$ cat src/rtl/tomasula_types.sv
// tomasula_types: shared control-word, op encoding and destination rule
package tomasula_types;
  typedef enum logic [3:0] {
    OP_ADD = 4'h0,
    OP_SUB = 4'h1,
    OP_AND = 4'h2,
    OP_OR  = 4'h3,
    OP_XOR = 4'h4,
    OP_SLL = 4'h5,
    OP_SRL = 4'h6,
    BRANCH = 4'h7,
    OP_ST  = 4'h8,
    OP_NOP = 4'h9
  } op_t;
  typedef struct packed {
    op_t         op;
    logic [4:0]  rd;
    logic [4:0]  rs1;
    logic [4:0]  rs2;
    logic [15:0] imm;
  } ctl_word;
  localparam ctl_word IDLE_WORD = '{op: BRANCH, rd: '0, rs1: '0, rs2: '0, imm: '0};
  function automatic logic has_rd(op_t op);
    return ~op[3];
  endfunction
endpackage

$ cat src/rtl/iq_dispatch_if.sv
// iq_dispatch_if: decode/RS/ROB handshake bundle for the instruction queue
interface iq_dispatch_if #(parameter int NUM_RS = 4, parameter int NUM_BR = 1, parameter int CW = 4);
  import tomasula_types::*;
  logic              flush;
  logic              enq_valid;
  ctl_word           enq_word;
  logic              enq_ready;
  logic              enq_ack;
  logic              rob_full;
  logic [NUM_RS-1:0] rs_empty;
  logic [NUM_BR-1:0] rsbr_empty;
  logic [NUM_RS-1:0] rs_load;
  logic [NUM_BR-1:0] rsbr_load;
  logic              rob_load;
  logic              regfile_allocate;
  ctl_word           control_o;
  logic [CW-1:0]     count;
  modport slave(input flush, enq_valid, enq_word, rob_full, rs_empty, rsbr_empty,
                output enq_ready, enq_ack, rs_load, rsbr_load, rob_load, regfile_allocate, control_o, count);
  modport master(output flush, enq_valid, enq_word, rob_full, rs_empty, rsbr_empty,
                 input enq_ready, enq_ack, rs_load, rsbr_load, rob_load, regfile_allocate, control_o, count);
endinterface

$ cat src/rtl/iq_dispatch_rr_pick.sv
// rr_pick: circular priority search starting at ptr, one-hot grant
module rr_pick #(
  parameter int N = 4,
  localparam int PW = N > 1 ? $clog2(N) : 1
) (
  input  logic [N-1:0]  req,
  input  logic [PW-1:0] ptr,
  output logic [N-1:0]  grant,
  output logic          any
);
  always_comb begin
    grant = '0;
    for (int i = N - 1; i >= 0; i--)
      if (req[(int'(ptr) + i) % N]) grant = N'(1) << ((int'(ptr) + i) % N);
  end
  assign any = |req;
endmodule

$ cat src/rtl/iq_dispatch.sv
// iq_dispatch: circular instruction queue dispatching the head to round-robin RS/branch stations
module iq_dispatch
  import tomasula_types::*;
#(
  parameter int DEPTH  = 8,
  parameter int NUM_RS = 4,
  parameter int NUM_BR = 1,
  parameter int CW     = $clog2(DEPTH + 1)
) (
  input logic clk,
  input logic rst,
  iq_dispatch_if.slave q
);
  localparam int AW = $clog2(DEPTH);
  localparam int PA = NUM_RS > 1 ? $clog2(NUM_RS) : 1;
  localparam int PB = NUM_BR > 1 ? $clog2(NUM_BR) : 1;
  ctl_word           mem [DEPTH];
  logic [AW-1:0]     head, tail;
  logic [CW-1:0]     cnt;
  logic [PA-1:0]     rr_alu, alu_nxt;
  logic [PB-1:0]     rr_br, br_nxt;
  logic [NUM_RS-1:0] alu_g;
  logic [NUM_BR-1:0] br_g;
  logic              alu_any, br_any, nonempty, is_br, dispatch;
  ctl_word           hw;
  rr_pick #(.N(NUM_RS)) alu_pick (.req(q.rs_empty), .ptr(rr_alu), .grant(alu_g), .any(alu_any));
  rr_pick #(.N(NUM_BR)) br_pick (.req(q.rsbr_empty), .ptr(rr_br), .grant(br_g), .any(br_any));
  assign hw         = mem[head];
  assign nonempty   = cnt != '0;
  assign is_br      = hw.op == BRANCH;
  assign q.enq_ready = (cnt != CW'(DEPTH)) & ~rst & ~q.flush;
  assign q.enq_ack   = q.enq_valid & q.enq_ready;
  assign dispatch   = nonempty & ~q.rob_full & ~q.flush & ~rst & (is_br ? br_any : alu_any);
  assign q.rs_load   = dispatch & ~is_br ? alu_g : '0;
  assign q.rsbr_load = dispatch & is_br ? br_g : '0;
  assign q.rob_load  = dispatch;
  assign q.regfile_allocate = dispatch & ~is_br & has_rd(hw.op);
  assign q.control_o = nonempty ? hw : IDLE_WORD;
  assign q.count     = cnt;
  always_comb begin
    alu_nxt = rr_alu;
    br_nxt = rr_br;
    for (int i = 0; i < NUM_RS; i++) if (alu_g[i]) alu_nxt = PA'((i + 1) % NUM_RS);
    for (int i = 0; i < NUM_BR; i++) if (br_g[i]) br_nxt = PB'((i + 1) % NUM_BR);
  end
  always_ff @(posedge clk) if (q.enq_ack) mem[tail] <= q.enq_word;
  always_ff @(posedge clk) begin
    if (rst) begin
      head <= '0;
      tail <= '0;
      cnt <= '0;
      rr_alu <= '0;
      rr_br <= '0;
    end else if (q.flush) begin
      head <= '0;
      tail <= '0;
      cnt <= '0;
    end else begin
      if (q.enq_ack) tail <= tail + 1'b1;
      if (dispatch) head <= head + 1'b1;
      if (dispatch & ~is_br) rr_alu <= alu_nxt;
      if (dispatch & is_br) rr_br <= br_nxt;
      cnt <= cnt + CW'(q.enq_ack) - CW'(dispatch);
    end
  end
endmodule

$ cat src/flat_wrapper.sv
// flat-port wrapper written by rule: the top's interface ports become plain ports
module iq_dispatch_flat import tomasula_types::*;
#(
  parameter int DEPTH  = 8,
  parameter int NUM_RS = 4,
  parameter int NUM_BR = 1,
  parameter int CW     = $clog2(DEPTH + 1)
)
  (clk, rst, q_flush, q_enq_valid, q_enq_word, q_rob_full, q_rs_empty, q_rsbr_empty, q_enq_ready, q_enq_ack, q_rs_load, q_rsbr_load, q_rob_load, q_regfile_allocate, q_control_o, q_count);
  iq_dispatch_if #(.NUM_RS(NUM_RS), .NUM_BR(NUM_BR), .CW(CW)) q_i ();
  input logic clk;
  input logic rst;
  input wire logic [$bits(q_i.flush)-1:0] q_flush;
  input wire logic [$bits(q_i.enq_valid)-1:0] q_enq_valid;
  input wire logic [$bits(q_i.enq_word)-1:0] q_enq_word;
  input wire logic [$bits(q_i.rob_full)-1:0] q_rob_full;
  input wire logic [$bits(q_i.rs_empty)-1:0] q_rs_empty;
  input wire logic [$bits(q_i.rsbr_empty)-1:0] q_rsbr_empty;
  output wire logic [$bits(q_i.enq_ready)-1:0] q_enq_ready;
  output wire logic [$bits(q_i.enq_ack)-1:0] q_enq_ack;
  output wire logic [$bits(q_i.rs_load)-1:0] q_rs_load;
  output wire logic [$bits(q_i.rsbr_load)-1:0] q_rsbr_load;
  output wire logic [$bits(q_i.rob_load)-1:0] q_rob_load;
  output wire logic [$bits(q_i.regfile_allocate)-1:0] q_regfile_allocate;
  output wire logic [$bits(q_i.control_o)-1:0] q_control_o;
  output wire logic [$bits(q_i.count)-1:0] q_count;
  assign q_i.flush = q_flush;
  assign q_i.enq_valid = q_enq_valid;
  assign q_i.enq_word = q_enq_word;
  assign q_i.rob_full = q_rob_full;
  assign q_i.rs_empty = q_rs_empty;
  assign q_i.rsbr_empty = q_rsbr_empty;
  assign q_enq_ready = q_i.enq_ready;
  assign q_enq_ack = q_i.enq_ack;
  assign q_rs_load = q_i.rs_load;
  assign q_rsbr_load = q_i.rsbr_load;
  assign q_rob_load = q_i.rob_load;
  assign q_regfile_allocate = q_i.regfile_allocate;
  assign q_control_o = q_i.control_o;
  assign q_count = q_i.count;
  iq_dispatch #(.DEPTH(DEPTH), .NUM_RS(NUM_RS), .NUM_BR(NUM_BR), .CW(CW)) u_core (.clk(clk), .rst(rst), .q(q_i));
endmodule
$ cat config.mk
export PLATFORM = sky130hd
export DESIGN_NAME = iq_dispatch_flat
export DESIGN_NICKNAME = d
export VERILOG_FILES = /design/src/rtl/tomasula_types.sv /design/src/rtl/iq_dispatch_if.sv /design/src/rtl/iq_dispatch_rr_pick.sv /design/src/rtl/iq_dispatch.sv /design/src/flat_wrapper.sv
export SDC_FILE = /design/constraint.sdc
export NUM_CORES = 1
export LEC_CHECK = 0
export CORE_MARGIN = 3
export CORE_UTILIZATION = 58
export CTS_CLUSTER_SIZE = 28
export DETAILED_ROUTE_END_ITERATION = 6
export GPL_TIMING_DRIVEN = 1
export PLACE_DENSITY = 0.85
export SLEW_MARGIN = 15
export SYNTH_ARGS = -nofsm -noshare
export SYNTH_HDL_FRONTEND = slang
export SYNTH_HIERARCHICAL = 1
export SYNTH_SLANG_ARGS = --single-unit
$ cat constraint.sdc
create_clock -name clk -period 6.72 [get_ports clk]
set_input_delay 2.016 -clock clk [delete_from_list [all_inputs] [get_ports clk]]
set_output_delay 2.016 -clock clk [all_outputs]
set_load 0.01 [all_outputs]
## Word-level counts from Yosys, hierarchy flattened

Memory sizes are Yosys's and may differ from the RTL's. A register that Yosys moved wholly into a read port is not among the register bits.
Cells that the tools add are included.

- ROM bits: 0
- Bits in latches: 0
- Word-level logic and storage cells: 76
- Output and inout bits: 48
- Memory bits (writable): 280
- Memories: 1
- Register bits after elaboration: 12

- $mul: 0
- Mux-type cells: 28
- $lt $le $gt $ge: 4
- Divide/modulo/power cells: 0
- Shift-type cells: 4
- Reductions and logical operators: 8
- Add/subtract/negate cells: 7
- Bitwise logic cells: 18
- Equality and inequality tests: 2

Memories:

| name | words | width | rd ports | clocked after Yosys merged registers in | write ports | RTL line | text |
|---|---|---|---|---|---|---|---|
| u_core.mem | 8 | 35 | 1 | 1 | 1 | iq_dispatch.sv:17 | `ctl_word mem [DEPTH];` |

Operators by type and width:

| kind | number |
|---|---|
| $shl 1x32->4 const A | 3 |
| $mux 35 | 1 |
| $mux 4 | 5 |
| $lt 3x4->1 const B | 3 |
| $mux 1 | 12 |
| $and 1x1->1 | 10 |
| $bmux 1 s2 | 4 |
| $mux 2 | 4 |
| $reduce_bool 4->1 | 2 |
| $reduce_or 2->1 | 4 |
| $add 3x1->3 const B | 2 |
| $mux 3 | 2 |
| $not 1->1 | 5 |
| $add 2x2->2 const B | 2 |
| $add 4x1->4 | 1 |
| $eq 4x3->1 const B | 1 |
| $ne 4x4->1 const B | 1 |
| $reduce_or 4->1 | 1 |
| $shl 1x2->4 const A | 1 |
| $sub 4x1->4 | 1 |
| $and 1x1->1 const A | 3 |
| $lt 2x3->1 const B | 1 |
| $reduce_and 3->1 | 1 |
| $add 2x1->2 const B | 1 |

## Depth between registers and ports, before layout

Gate-level depths: netlist (run 1).

- Depth in word-level cells: 14
- Depth in mapped cells: 13

## Hierarchy

The synthesis (run 1) kept the hierarchy.

By module, submodules not included:

| module | sequential area each (um^2) | cells each | area each (um^2) | times used |
|---|---|---|---|---|
| iq_dispatch | 8708.4 | 546 | 11461.0 | 1 |
| rr_pick (u_core.alu_pick) | 0.0 | 48 | 421.7 | 1 |
| rr_pick (u_core.br_pick) | 0.0 | 2 | 15.0 | 1 |

## Worst setup path after synthesis (run 1)

OpenSTA, ideal clock, no wires.

- Path kind: input to register
- Start point: input port q_flush
- End point: memory u_core/mem[0][0] (netlist bit), enable pin
- Cell stages on the path: 5
- Slack: 442 ps
- Path buffers: 1
- Required time: 6249 ps
- Library setup time: 471 ps
- Arrival time: 5808 ps
- Cell sequence: or2_1 -> clkbuf_1 -> a211oi_1 -> nand2b_1 -> nor3_1

- Cells in the longest elaborated chain, start to end: 5

RTL lines:

| what | RTL line | text |
|---|---|---|
| start: declaration | flat_wrapper.sv:13 | `input wire logic [$bits(q_i.flush)-1:0] q_flush;` |
| $not 1->1 (no source line) | n/a |  |
| $and 1x1->1 | iq_dispatch.sv:31 | `assign q.enq_ready = (cnt != CW'(DEPTH)) & ~rst & ~q.flush;` |
| $and 1x1->1 | iq_dispatch.sv:32 | `assign q.enq_ack = q.enq_valid & q.enq_ready;` |
| net q_enq_ack | flat_wrapper.sv:20 | `output wire logic [$bits(q_i.enq_ack)-1:0] q_enq_ack;` |
| $mux 1 | iq_dispatch.sv:46 | `always_ff @(posedge clk) if (q.enq_ack) mem[tail] <= q.enq_word;` |
| $mux 1 (implied by the code) | iq_dispatch.sv:46 |  |
| end: declaration | iq_dispatch.sv:17 |  |

The timed path passes the listed nets, and every way through them passes these cells.

## Final worst setup path (run 1)

- Start point: input port q_rs_empty[1]
- End point: output port q_rs_load[3]

- Cells in the longest elaborated chain, start to end: 8
- Elaborated cells between the ends (all ways): 20
- Classes of those cells: mux (17); bitwise (2); reduce/logical (1)

RTL lines:

| what | RTL line | text |
|---|---|---|
| start: declaration | flat_wrapper.sv:17 | `input wire logic [$bits(q_i.rs_empty)-1:0] q_rs_empty;` |
| $bmux 1 s2 | iq_dispatch_rr_pick.sv:14 | `if (req[(int'(ptr) + i) % N]) grant = N'(1) << ((int'(ptr) + i) % N);` |
| $mux 1 (implied by the code) (2 in a row) | iq_dispatch_rr_pick.sv:14 |  |
| $mux 4 (3 in a row) | iq_dispatch_rr_pick.sv:14 |  |
| $mux 4 (*) | iq_dispatch_rr_pick.sv:14 |  |
| net u_core.alu_g[3] | iq_dispatch.sv:22 | `logic [NUM_RS-1:0] alu_g;` |
| $mux 4 (*) | iq_dispatch.sv:34 | `assign q.rs_load = dispatch & ~is_br ? alu_g : '0;` |
| end: declaration | flat_wrapper.sv:21 | `output wire logic [$bits(q_i.rs_load)-1:0] q_rs_load;` |

Mark *: on every way through the listed nets, which the timed path passes. The rest lies on a longest branch. The select of a mux whose other input is x is not followed.

==> metrics.cfg, run 1 <==
[timing]
setup_viol = 0
slew_viol_final = 0
rsz0062_at_grt = no
worst_pin_slew_ps = 993
fin_ws_ps = 291
fin_hold_ws_ps = 456
finClkSkew_ps = 5.34
max_slew_margin = 0.338
setup_tns_ps = 0
report.final.hold_viol_count = 0
max_clock_freq_mhz = 156
fin_crit_sh = 0.957
period_minus_slack_ps = 6430

[placed_design]
portBuffers = 92
gp_congestion = 0.819
hpwlAfterDp_mm = 13.4
post-place-ws_ps = 325

[routing]
drt-pass1-iter-count = 4
via_per_inst = 6.04
routed_wl_mm = 23.9
drc = 0
drt_first_iter_violations = 438
postRouteAntennaNets = 0
num_vias = 5957
wl_per_cell_um = 24.2

[power_and_ir_drop]
p_per_area_nw_per_um2 = 257
vdd_drop_max_mv = 0.220
p_leak_nw = 4.31

[layout]
fin_nets = 763
antenna_cells = 0
fillCellCount = 1160
drive_above_1_share = 0.191
areaGrowthSynthToFinish_pct = 17.9

[run]
cap_violations = 0

[worst_setup_path]
crit_path_start = q_rs_empty[1]
critical_path.max_stage_delay_ps = 610
cp_max_fo = 7
crit_required_ps = 4700
worstSetupEndpointType = primary output
crit_slowest_cell = mux4_2
crit_path_start_kind = input pin
cp_top_family = buffers and inverters
setup.worst_path.class = in -> out
cp_num_buf_inv = 2
ff2ff_path_depth = 11
crit_top_cell = clkdlybuf4s50_1
crit_cells = 7
cp.arrival_ps = 4410
cp_cell_sequence = clkdlybuf4s50_1 > mux4_2 > nor2b_4 > nand2_1 > a31oi_1 > and2_1 > clkdlybuf4s50_1

[floorplan]
dieArea_um2 = 22300
fp.dieH_um = 149
die_w_um = 149
io-pin-count = 93
coreArea_um2 = 19800
rows = 51
start_util = 0.601

[run_status]
status = finished, final reports clean

[clock_tree]
clk_latency_ps = 530
root_buffer = clkbuf_16
cts_buffers = 27
cts.sinks = 295
cts_hold_buffers = 0
ctsResizeCount = 0
htree_levels = 1
clkTransAtPathRegs_ps = 60
cts_buffer_depth = 3
postCtsSetupBuffers = 0
cts_tree = done

[synthesis]
yosysWarnings = 6
syn_nets = 657
avgSynthCellArea_um2 = 20.0
netlist_area_um2 = 11900
synthCells = 595

[min_path]
min_path_cells = 1
hold_path.class = reg -> reg
hold_start = u_core/head[2]

[global_routing]
grt_max_degree = 67
grt_overflow = 0
grt_pass1_vias = 6358
grt_pass1_wl_mm = 37.2
grt_util_all_layers = 0.221
antenna_found_initial = 1

==> layout make-up <==
type                       instances  area (um^2)  area share
inverter                          15         57.6     0.00410
clock buffer                      41          791      0.0564
multi-input combinational        258         3050       0.217
tap                              265          332      0.0236
sequential                       295         8720       0.621
timing repair buffer             104         1010      0.0721
clock inverter                     9         68.8     0.00491
==> path summary, 6_finish.rpt <==
check / end / slack [ps]
worst max-delay path: q_rs_load[3] / 290
worst min-delay path: register / 460
worst max register to register: u_core/q.count[2] / 2760
worst min register to register: register / 460
==> per-stage QoR <==
stage / area (um^2) / util / cells / power [W]
after global routing: 14000 / 0.709 / 987 / 0.00371
after global placement: 13200 / 0.666 / 937 / 0.00218
after CTS: 14000 / 0.709 / 987 / 0.00364
final: 14000 / 0.709 / 987 / 0.00361
after floorplan: 11900 / - / 595 / 0.00211
after detailed placement: 13200 / 0.666 / 937 / 0.00219
==> report_power, final <==
group | switching, W | leakage, nW | internal (W)
clock | 0.000611 | 0.412 | 0.000849
combinational | 0.0000647 | 1.25 | 0.0000601
sequential | 0.00000462 | 2.65 | 0.00202
total | 0.000680 | 4.31 | 0.00293
==> cells in the final DEF, fill, tap and decap left out, drive strengths merged, types with 2 or more instances in the layout <==
cell type,instances
a31oi,3
nand3,2
edfxtp,280
clkinv,7
mux4,74
mux2,2
clkdlybuf4s50,92
o21bai,2
nor2,45
nor2b,3
nand2,23
inv,15
nor3,4
nand2b,8
ha,16
buf,12
o22ai,5
or4,2
and2,6
dfxtp,15
mux2i,44
a21oi,4
xor2,2
clkbuf,41
a211oi,2
==> flip-flops by register name (all words and copies together), names as in the netlist, named ones only <==
| signal | flops |
|---|---|
| u_core/rr_alu | 2 |
| u_core/q.count | 4 |
| u_core/tail | 3 |
| u_core/mem | 280 |
| u_core/head | 3 |
==> routing by layer <==
layer  wire length, um  GRT usage  part of all wire  vias up
met5                13          0           0.00054        -
met4               684     0.0783             0.029        2
met3              1410     0.0386             0.059       58
met2             12300      0.373              0.51      222
met1              9500      0.296              0.40     3071
li1                  -          -                 -     2604
No activity file was read; power rests on OpenSTA's default activity.
==> run 2: changes to the inputs <==
Settings changed: HOLD_SLACK_MARGIN set to 0.02.
==> results of run 2 <==
The final DEF is identical to that of run 1; final timing and power are the same.
